## config.mk

```make
export PLATFORM = sky130hd
export DESIGN_NAME = regfile_sb_flat
export DESIGN_NICKNAME = d
export VERILOG_FILES = /design/src/rtl/regfile_sb_if.sv /design/src/rtl/regfile_sb.sv /design/src/flat_wrapper.sv
export SDC_FILE = /design/constraint.sdc
export NUM_CORES = 2
export LEC_CHECK = 0
export BUFFER_PORTS_ARGS = -buffer_cell sky130_fd_sc_hd__buf_4
export CAP_MARGIN = 20
export CORE_AREA = 2 2 337 506
export DETAILED_ROUTE_END_ITERATION = 10
export DIE_AREA = 0 0 339 508
export PLACE_DENSITY_LB_ADDON = 0.15
export SYNTH_ARGS = -nofsm -noshare
export SYNTH_HDL_FRONTEND = slang
export SYNTH_SLANG_ARGS = --single-unit
```

## constraint.sdc

```tcl
create_clock -name clk -period 2.1 [get_ports clk]
set_clock_uncertainty 0.2 [all_clocks]
set_input_delay 0 -clock clk [delete_from_list [all_inputs] [get_ports clk]]
set_output_delay 0 -clock clk [all_outputs]
set_load 0.005 [all_outputs]
```

## src/rtl/regfile_sb_if.sv

```systemverilog
// regfile_sb_if -- bus bundle for the scoreboarded register file.
//   master modport: drives read/write/claim requests (ra, we, wa, wd,
//                   claim_en, claim_a); observes rd, rbusy, claim_ok.
//   slave modport : the register file side (directions reversed).
// Field packing: read port i uses ra[i*AW +: AW] / rd[i*WIDTH +: WIDTH];
// write port j uses wa[j*AW +: AW] / wd[j*WIDTH +: WIDTH].
interface regfile_sb_if #(
    parameter int unsigned NUM_REG = 32,
    parameter int unsigned WIDTH   = 32,
    parameter int unsigned NUM_RD  = 2,
    parameter int unsigned NUM_WR  = 2
);
    localparam int unsigned AW = $clog2(NUM_REG);

    logic [NUM_RD*AW-1:0]    ra;
    logic [NUM_RD*WIDTH-1:0] rd;
    logic [NUM_RD-1:0]       rbusy;
    logic [NUM_WR-1:0]       we;
    logic [NUM_WR*AW-1:0]    wa;
    logic [NUM_WR*WIDTH-1:0] wd;
    logic                    claim_en;
    logic [AW-1:0]           claim_a;
    logic                    claim_ok;

    modport master (
        output ra, we, wa, wd, claim_en, claim_a,
        input  rd, rbusy, claim_ok
    );

    modport slave (
        input  ra, we, wa, wd, claim_en, claim_a,
        output rd, rbusy, claim_ok
    );
endinterface

```

## src/rtl/regfile_sb.sv

```systemverilog
// regfile_sb -- multi-ported register file with a per-register pending
// (scoreboard) bit.
//   clk   : single clock, all state updates on the rising edge.
//   reset : asynchronous, active-low; clears registers and pending bits.
//   bus   : regfile_sb_if.slave -- NUM_RD async read ports (rd, rbusy),
//           NUM_WR sync write ports (highest index wins on collision),
//           one claim port (claim_en/claim_a, combinational claim_ok).
// Register 0 reads as 0, ignores writes and is never pending.
// Optional feature: define REGFILE_SB_BYPASS_EN to forward same-cycle
// write data to the read ports (rbusy then reads 0 for that port).
module regfile_sb #(
    parameter int unsigned NUM_REG = 32,
    parameter int unsigned WIDTH   = 32,
    parameter int unsigned NUM_RD  = 2,
    parameter int unsigned NUM_WR  = 2
) (
    input  logic         clk,
    input  logic         reset,
    regfile_sb_if.slave  bus
);
    localparam int unsigned AW = $clog2(NUM_REG);

    logic [WIDTH-1:0]    regs_q [NUM_REG];
    logic [WIDTH-1:0]    regs_d [NUM_REG];
    logic [NUM_REG-1:0]  pend_q;
    logic [NUM_REG-1:0]  pend_d;

    logic                claim_wr_hit;
    logic                claim_ok;
    logic [NUM_RD*WIDTH-1:0] rd_v;
    logic [NUM_RD-1:0]   rbusy_v;

    // A write to the claimed register in the same cycle lets a claim
    // through even if the register is currently pending.
    always_comb begin
        claim_wr_hit = 1'b0;
        for (int unsigned j = 0; j < NUM_WR; j++) begin
            if (bus.we[j] && (bus.wa[j*AW +: AW] == bus.claim_a))
                claim_wr_hit = 1'b1;
        end
    end

    always_comb begin
        claim_ok = !reset || !bus.claim_en || (bus.claim_a == '0) ||
                   !pend_q[bus.claim_a] || claim_wr_hit;
    end

    // Next state: writes applied in ascending port order so the highest
    // index wins; an accepted claim is applied last so it overrides the
    // pending-clear of a same-cycle write.
    always_comb begin
        regs_d = regs_q;
        pend_d = pend_q;
        for (int unsigned j = 0; j < NUM_WR; j++) begin
            if (bus.we[j] && (bus.wa[j*AW +: AW] != '0)) begin
                regs_d[bus.wa[j*AW +: AW]] = bus.wd[j*WIDTH +: WIDTH];
                pend_d[bus.wa[j*AW +: AW]] = 1'b0;
            end
        end
        if (bus.claim_en && (bus.claim_a != '0) && claim_ok)
            pend_d[bus.claim_a] = 1'b1;
    end

    always_ff @(posedge clk or negedge reset) begin
        if (!reset) begin
            for (int unsigned k = 0; k < NUM_REG; k++)
                regs_q[k] <= '0;
            pend_q <= '0;
        end else begin
            regs_q <= regs_d;
            pend_q <= pend_d;
        end
    end

    // Read ports; outputs are forced to 0 while reset is asserted so that
    // forwarded write data cannot leak out during reset.
    always_comb begin
        rd_v    = '0;
        rbusy_v = '0;
        for (int unsigned i = 0; i < NUM_RD; i++) begin
            if (reset && (bus.ra[i*AW +: AW] != '0)) begin
                rd_v[i*WIDTH +: WIDTH] = regs_q[bus.ra[i*AW +: AW]];
                rbusy_v[i]             = pend_q[bus.ra[i*AW +: AW]];
`ifdef REGFILE_SB_BYPASS_EN
                for (int unsigned j = 0; j < NUM_WR; j++) begin
                    if (bus.we[j] && (bus.wa[j*AW +: AW] == bus.ra[i*AW +: AW])) begin
                        rd_v[i*WIDTH +: WIDTH] = bus.wd[j*WIDTH +: WIDTH];
                        rbusy_v[i]             = 1'b0;
                    end
                end
`else
`endif
            end
        end
    end

    assign bus.rd       = rd_v;
    assign bus.rbusy    = rbusy_v;
    assign bus.claim_ok = claim_ok;
endmodule

```

## src/flat_wrapper.sv

```systemverilog
// flat-port wrapper written by rule: the top's interface ports become plain ports
module regfile_sb_flat 
#(
    parameter int unsigned NUM_REG = 32,
    parameter int unsigned WIDTH   = 32,
    parameter int unsigned NUM_RD  = 2,
    parameter int unsigned NUM_WR  = 2
)
  (clk, reset, bus_ra, bus_we, bus_wa, bus_wd, bus_claim_en, bus_claim_a, bus_rd, bus_rbusy, bus_claim_ok);
  regfile_sb_if #(.NUM_REG(NUM_REG), .WIDTH(WIDTH), .NUM_RD(NUM_RD), .NUM_WR(NUM_WR)) bus_i ();
  input  logic clk;
  input  logic reset;
  input wire logic [$bits(bus_i.ra)-1:0] bus_ra;
  input wire logic [$bits(bus_i.we)-1:0] bus_we;
  input wire logic [$bits(bus_i.wa)-1:0] bus_wa;
  input wire logic [$bits(bus_i.wd)-1:0] bus_wd;
  input wire logic [$bits(bus_i.claim_en)-1:0] bus_claim_en;
  input wire logic [$bits(bus_i.claim_a)-1:0] bus_claim_a;
  output wire logic [$bits(bus_i.rd)-1:0] bus_rd;
  output wire logic [$bits(bus_i.rbusy)-1:0] bus_rbusy;
  output wire logic [$bits(bus_i.claim_ok)-1:0] bus_claim_ok;
  assign bus_i.ra = bus_ra;
  assign bus_i.we = bus_we;
  assign bus_i.wa = bus_wa;
  assign bus_i.wd = bus_wd;
  assign bus_i.claim_en = bus_claim_en;
  assign bus_i.claim_a = bus_claim_a;
  assign bus_rd = bus_i.rd;
  assign bus_rbusy = bus_i.rbusy;
  assign bus_claim_ok = bus_i.claim_ok;
  regfile_sb #(.NUM_REG(NUM_REG), .WIDTH(WIDTH), .NUM_RD(NUM_RD), .NUM_WR(NUM_WR)) u_core (.clk(clk), .reset(reset), .bus(bus_i));
endmodule
```

=== Word-level counts from Yosys, hierarchy flattened ===
Cells that the tools add are included.

* Register bits: 1,056
* Input port bits: 94
* Output and inout port bits: 67
* Word-level logic and storage cells: 119

* Order comparisons: 14
* Eq/ne operators: 2
* Mux-type cells: 35
* Bitwise operators: 9
* Reduce and logical (&&, ||, !) cells: 26

{| class="wikitable"
|+ Operator list
! cell !! count
|-
| bitwise mux 1024 bit || 2
|-
| two-way mux 1024 bit || 2
|-
| two-way mux 32 bit || 11
|-
| binary-select mux 32 bit (select 5 bit) || 2
|-
| demux 32 bit (select 5 bit) || 2
|-
| AND 32 bit || 2
|-
| NOT 32 bit || 2
|-
| OR 32 bit || 1
|-
| less-than comparator 5 x 6 -> 1 bit (second input constant) || 5
|-
| nonzero test 5 bit || 5
|-
| >= comparator 6 bit (second input constant) || 4
|-
| NOT 5 -> 6 bit || 4
|-
| binary-select mux 1 bit (select 5 bit) || 3
|-
| demux 1 bit (select 5 bit) || 3
|-
| >= comparator 5 x 1 -> 1 bit (second input constant) || 3
|-
| logical AND 1 bit || 13
|-
| less-than comparator 6 x 1 -> 1 bit (second input constant) || 2
|-
| == test 5 bit || 2
|-
| two-way mux 1 bit || 10
|-
| logical NOT 5 bit || 1
|-
| logical OR 1 bit || 4
|-
| logical NOT 1 bit || 3
|}

=== Longest topological paths before layout ===
* Depth after elaboration: 11
* Mapped depth: 10

=== Least setup slack after synthesis ===
OpenSTA, ideal clock, no wires.

* Path type: input to output
* Start point: input port bus_ra[1]
* End point: output port bus_rd[17]
* Data arrival time: 1.607 ns
* Setup slack: 0.293 ns
* Cell stages on the path: 7
* Buffers on the path: 3
* Cell sequence: buf_2 > buf_2 > clkbuf_1 > mux4_2 > mux2_2 > a221oi_1 > nor3_1

* Longest elaborated chain between the ends: 5

{| class="wikitable"
|+ Ends and longest elaborated chain
! item !! RTL line !! source
|-
| start, declared || flat_wrapper.sv:13 || <nowiki>input wire logic [$bits(bus_i.ra)-1:0] bus_ra;</nowiki>
|-
| NOT 5 -> 6 bit (implied by the code) || regfile_sb.sv:82 || <nowiki>rd_v[i*WIDTH +: WIDTH] = regs_q[bus.ra[i*AW +: AW]];</nowiki>
|-
| binary-select mux 32 bit (select 5 bit) || regfile_sb.sv:82 ||
|-
| two-way mux 32 bit (implied by the code) (2 in a row) || regfile_sb.sv:82 ||
|-
| two-way mux 32 bit (*) || regfile_sb.sv:81 || <nowiki>if (reset && (bus.ra[i*AW +: AW] != '0)) begin</nowiki>
|-
| end, declared || flat_wrapper.sv:19 || <nowiki>output wire logic [$bits(bus_i.rd)-1:0] bus_rd;</nowiki>
|}

Mark *: on every way between the ends. The rest lies on a longest branch, timed or not. The select of a mux whose other input is x is not followed.

=== Final worst setup path ===
* Start point: register u_core.regs_q[287] (netlist bit)
* End point: output port bus_rd[31]

* Longest elaborated chain between the ends: 4

{| class="wikitable"
|+ Ends and longest elaborated chain
! item !! RTL line !! source
|-
| start, declared || regfile_sb.sv:23 || <nowiki>logic [WIDTH-1:0] regs_q [NUM_REG];</nowiki>
|-
| start signal, assigned || regfile_sb.sv:70 || <nowiki>regs_q <= regs_d;</nowiki>
|-
| binary-select mux 32 bit (select 5 bit) || regfile_sb.sv:82 ||
|-
| two-way mux 32 bit (implied by the code) (2 in a row) || regfile_sb.sv:82 ||
|-
| two-way mux 32 bit || regfile_sb.sv:81 ||
|}

Every way passes these cells. The select of a mux whose other input is x is not followed.

==> results.cfg <==
[timing]
setup_viol = 402
slew_viol_final = 0
hold_violations = 19
rsz0062_at_grt = true
period_needed_ns = 2.81
fmax_mhz = 356
worst_pin_slew_ns = 1.04
min_period_over_period = 1.34
slew_headroom = 0.307
fin_ws_ns = -0.712
hold_ws_ns = -0.0337

[power]
p_sw_frac = 0.325
switching_power_uw = 23300
leakagePower_uw = 0.0360
combPwrFrac = 0.284
p_seq_frac = 0.420
p_int_uw = 48300
power.density_nw_per_um2 = 875
power_uw = 71600
ir_worst_vdd_v = 0.000722
power.share.clock = 0.297

[cells_and_area]
layout-drive-gt1-share = 0.250
fill_cells = 15330
fin_nets = 6880
seqCellArea_um2 = 26400
design_area_um2 = 81900
multi_input_area_um2 = 38900
final_core_util = 0.487
area_growth_pct = 22.8

[detailed_routing]
vias_per_cell = 6.33
ant_nets = 0
first_iter_violations = 6755
vias = 57833
route.detailed.wl_per_inst_um = 33.8
drt-total-wl_um = 309000
drcViolationCount = 0
drt_pass1_iterations = 6

[global_routing]
grt_overflow_total = 0
grt_usage = 0.348
grt_max_degree = 165
grt_pass1_wl_um = 431000
antenna_found_initial = 33
grt_pass1_vias = 56701

[clock_network]
clock_sinks = 1056
cts_buffer_depth = 3
cts_tree = yes
clk_pin_slew_worst_paths_ns = 0.06
cts_buffers = 110
clkLatencyLatePin_ns = 0.77
h-tree-depth = 3
cts_root_buf = clkbuf_16

[logic_synthesis]
synth_nets = 6640
synth_cell_types = 54
synth_top_area_cell = dfrtp_1
syn-cell-area_um2 = 66700
ys_ff_latch = 1056
yosys_warnings = 0
synth_edf_count = 0
yosysSeqAreaShare = 0.396
synth.most_common_cell = mux2i_1
synth_top_area_share = 0.396
avgSynthCellArea_um2 = 10.2
syn_inst = 6546
synth_ff_type = dfrtp_1
netlist_top_cells_count = 1,298 x mux2i_1, 1,056 x dfrtp_1, 687 x nor2_1
synth_area_leaders = dfrtp_1 40%, mux2i_1 19%, mux4_2 12%, a21oi_1 5.1%, nor2_1 3.9%
synthArstFlopShare = 1.00

[worst_hold_path]
hold_path.class = input port to flop
holdPathEnd = u_core.pend_q[23]$_DFF_PN0_
worstHoldStart = bus_wa[0]
whs_path_depth = 6

[setup_path]
worstPathMaxFanout = 2
cp_data_arrival_time_ns = 2.61
r2r-start = u_core.pend_q[28]$_DFF_PN0_
cp.required_ns = 1.90
crit_start = u_core.regs_q[287]$_DFF_PN0_
reg2reg_depth = 11
cp-end-kind = output port
criticalPathCategory = flop to output port
reg2reg_to = u_core.pend_q[12]$_DFF_PN0_
rrSetupSlack_ns = -0.24
cp-start-kind = flop

[die]
boundaryPins = 161
die_h_um = 508
chipWidth_um = 339
start_util = 0.396
num_rows = 185
core_um2 = 168000
die_area_um2 = 172000

[placed_design]
hpwl_um = 189000
place_congestion = 0.895
numPortBuffers = 160
dpl_cell_area_um2 = 74100

[status]
violations = negative hold slack, negative setup slack
status = complete, but fails checks

[job]
cap_viol_max_count = 0
==> timing repair <==
action	CTS	global route
hold endpoints to repair	2079	476
buffers inserted	64	38
resized for setup	244	182
cloned	2	2
hold buffers	121	25
pin swaps	81	103
setup endpoints to repair	98	700
==> sequential cells by signal, summed over array words and instances (netlist names) <==
| register | cells |
|---|---|
| u_core.pend_q | 32 |
| u_core.regs_q | 1024 |
==> power by group through the flow <==
stage,Combinational (µW),Sequential (µW),Clock [µW]
after detailed placement,17800,30200,0
after CTS,19300,29800,21400
after global routing,21900,30500,22200
final,20300,30100,21200
after global placement,17300,30000,0
after floorplan,12700,28600,0
==> through the flow <==
stage / TNS [ns] / std cells / setup WS, ns
global route: -125.21 / 9120 / -0.726
CTS: -62.86 / 9069 / -0.739
detailed placement: -9.00 / 8705 / -0.583
floorplan: 0 / 6546 / 0.293
finish: -94.39 / 9130 / -0.712
global placement: -7.34 / 8705 / -0.535
==> worst max-delay path: stages (launching register included) <==
cell and delay [ns]:
dfrtp_2 0.45, mux4_2 0.55, mux4_2 0.52, inv_2 0.09, a221oi_2 0.08, buf_4 0.16
==> cells in the final DEF, fill, tap and decap left out, types with 45 or more instances in the layout <==
cell type	netlist	layout
mux4_2	346	346
a21oi_1	679	667
clkbuf_16	0	113
o21ai_0	431	378
a211o_1	50	50
o21ai_1	70	93
a32oi_1	45	45
nor2_1	687	673
buf_12	0	191
buf_4	98	548
nand2_1	503	480
o221ai_1	95	74
dlygate4sd3_1	0	129
dfrtp_1	1056	1053
mux2_2	91	68
o22ai_1	75	55
mux2i_1	1298	1292
==> layout make-up <==
| class | count | area share |
|---|---|---|
| diodes | 12 | 0.000367 |
| clock buffers | 149 | 0.0382 |
| clock inverters | 51 | 0.00781 |
| inverters | 8 | 0.000397 |
| multi-input cells | 4688 | 0.475 |
| flip-flops and latches | 1056 | 0.323 |
| well taps | 2244 | 0.0343 |
| repair buffers | 922 | 0.121 |
==> layer usage <==
| metal | track usage | vias up | part of all wire |
|---|---|---|---|
| met4 | 0.195 | 34 | 0.063 |
| met5 | 0 | - | 0.00091 |
| li1 | - | 24444 | - |
| met2 | 0.537 | 3314 | 0.45 |
| met1 | 0.449 | 29131 | 0.39 |
| met3 | 0.0857 | 910 | 0.099 |
==> cell families (layout without fill, tap and decap cells) <==
| logic type | Yosys count | count (layout) | synth area share |
|---|---|---|---|
| other | 0 | 12 | 0 |
| flip-flops | 1056 | 1056 | 0.396 |
| buffers and inverters | 804 | 1130 | 0.0547 |
| AO/OA/AOI/OAI | 1558 | 1558 | 0.135 |
| multiplexers | 1735 | 1735 | 0.327 |
| AND/OR/NAND/NOR | 1383 | 1385 | 0.0859 |
| XOR/XNOR | 10 | 10 | 0.00131 |
==> how the worst max path moves through the flow <==
stage	end	slack (ns)	cells past startpoint
after CTS	bus_rd[6]	-0.74	6
final	bus_rd[31]	-0.71	5
after detailed placement	bus_rd[29]	-0.58	10
after floorplan	bus_rd[17]	0.29	7
after global routing	bus_rd[31]	-0.73	5
after global placement	bus_rd[29]	-0.53	10
Note: power is estimated with default switching activity, not from simulation.
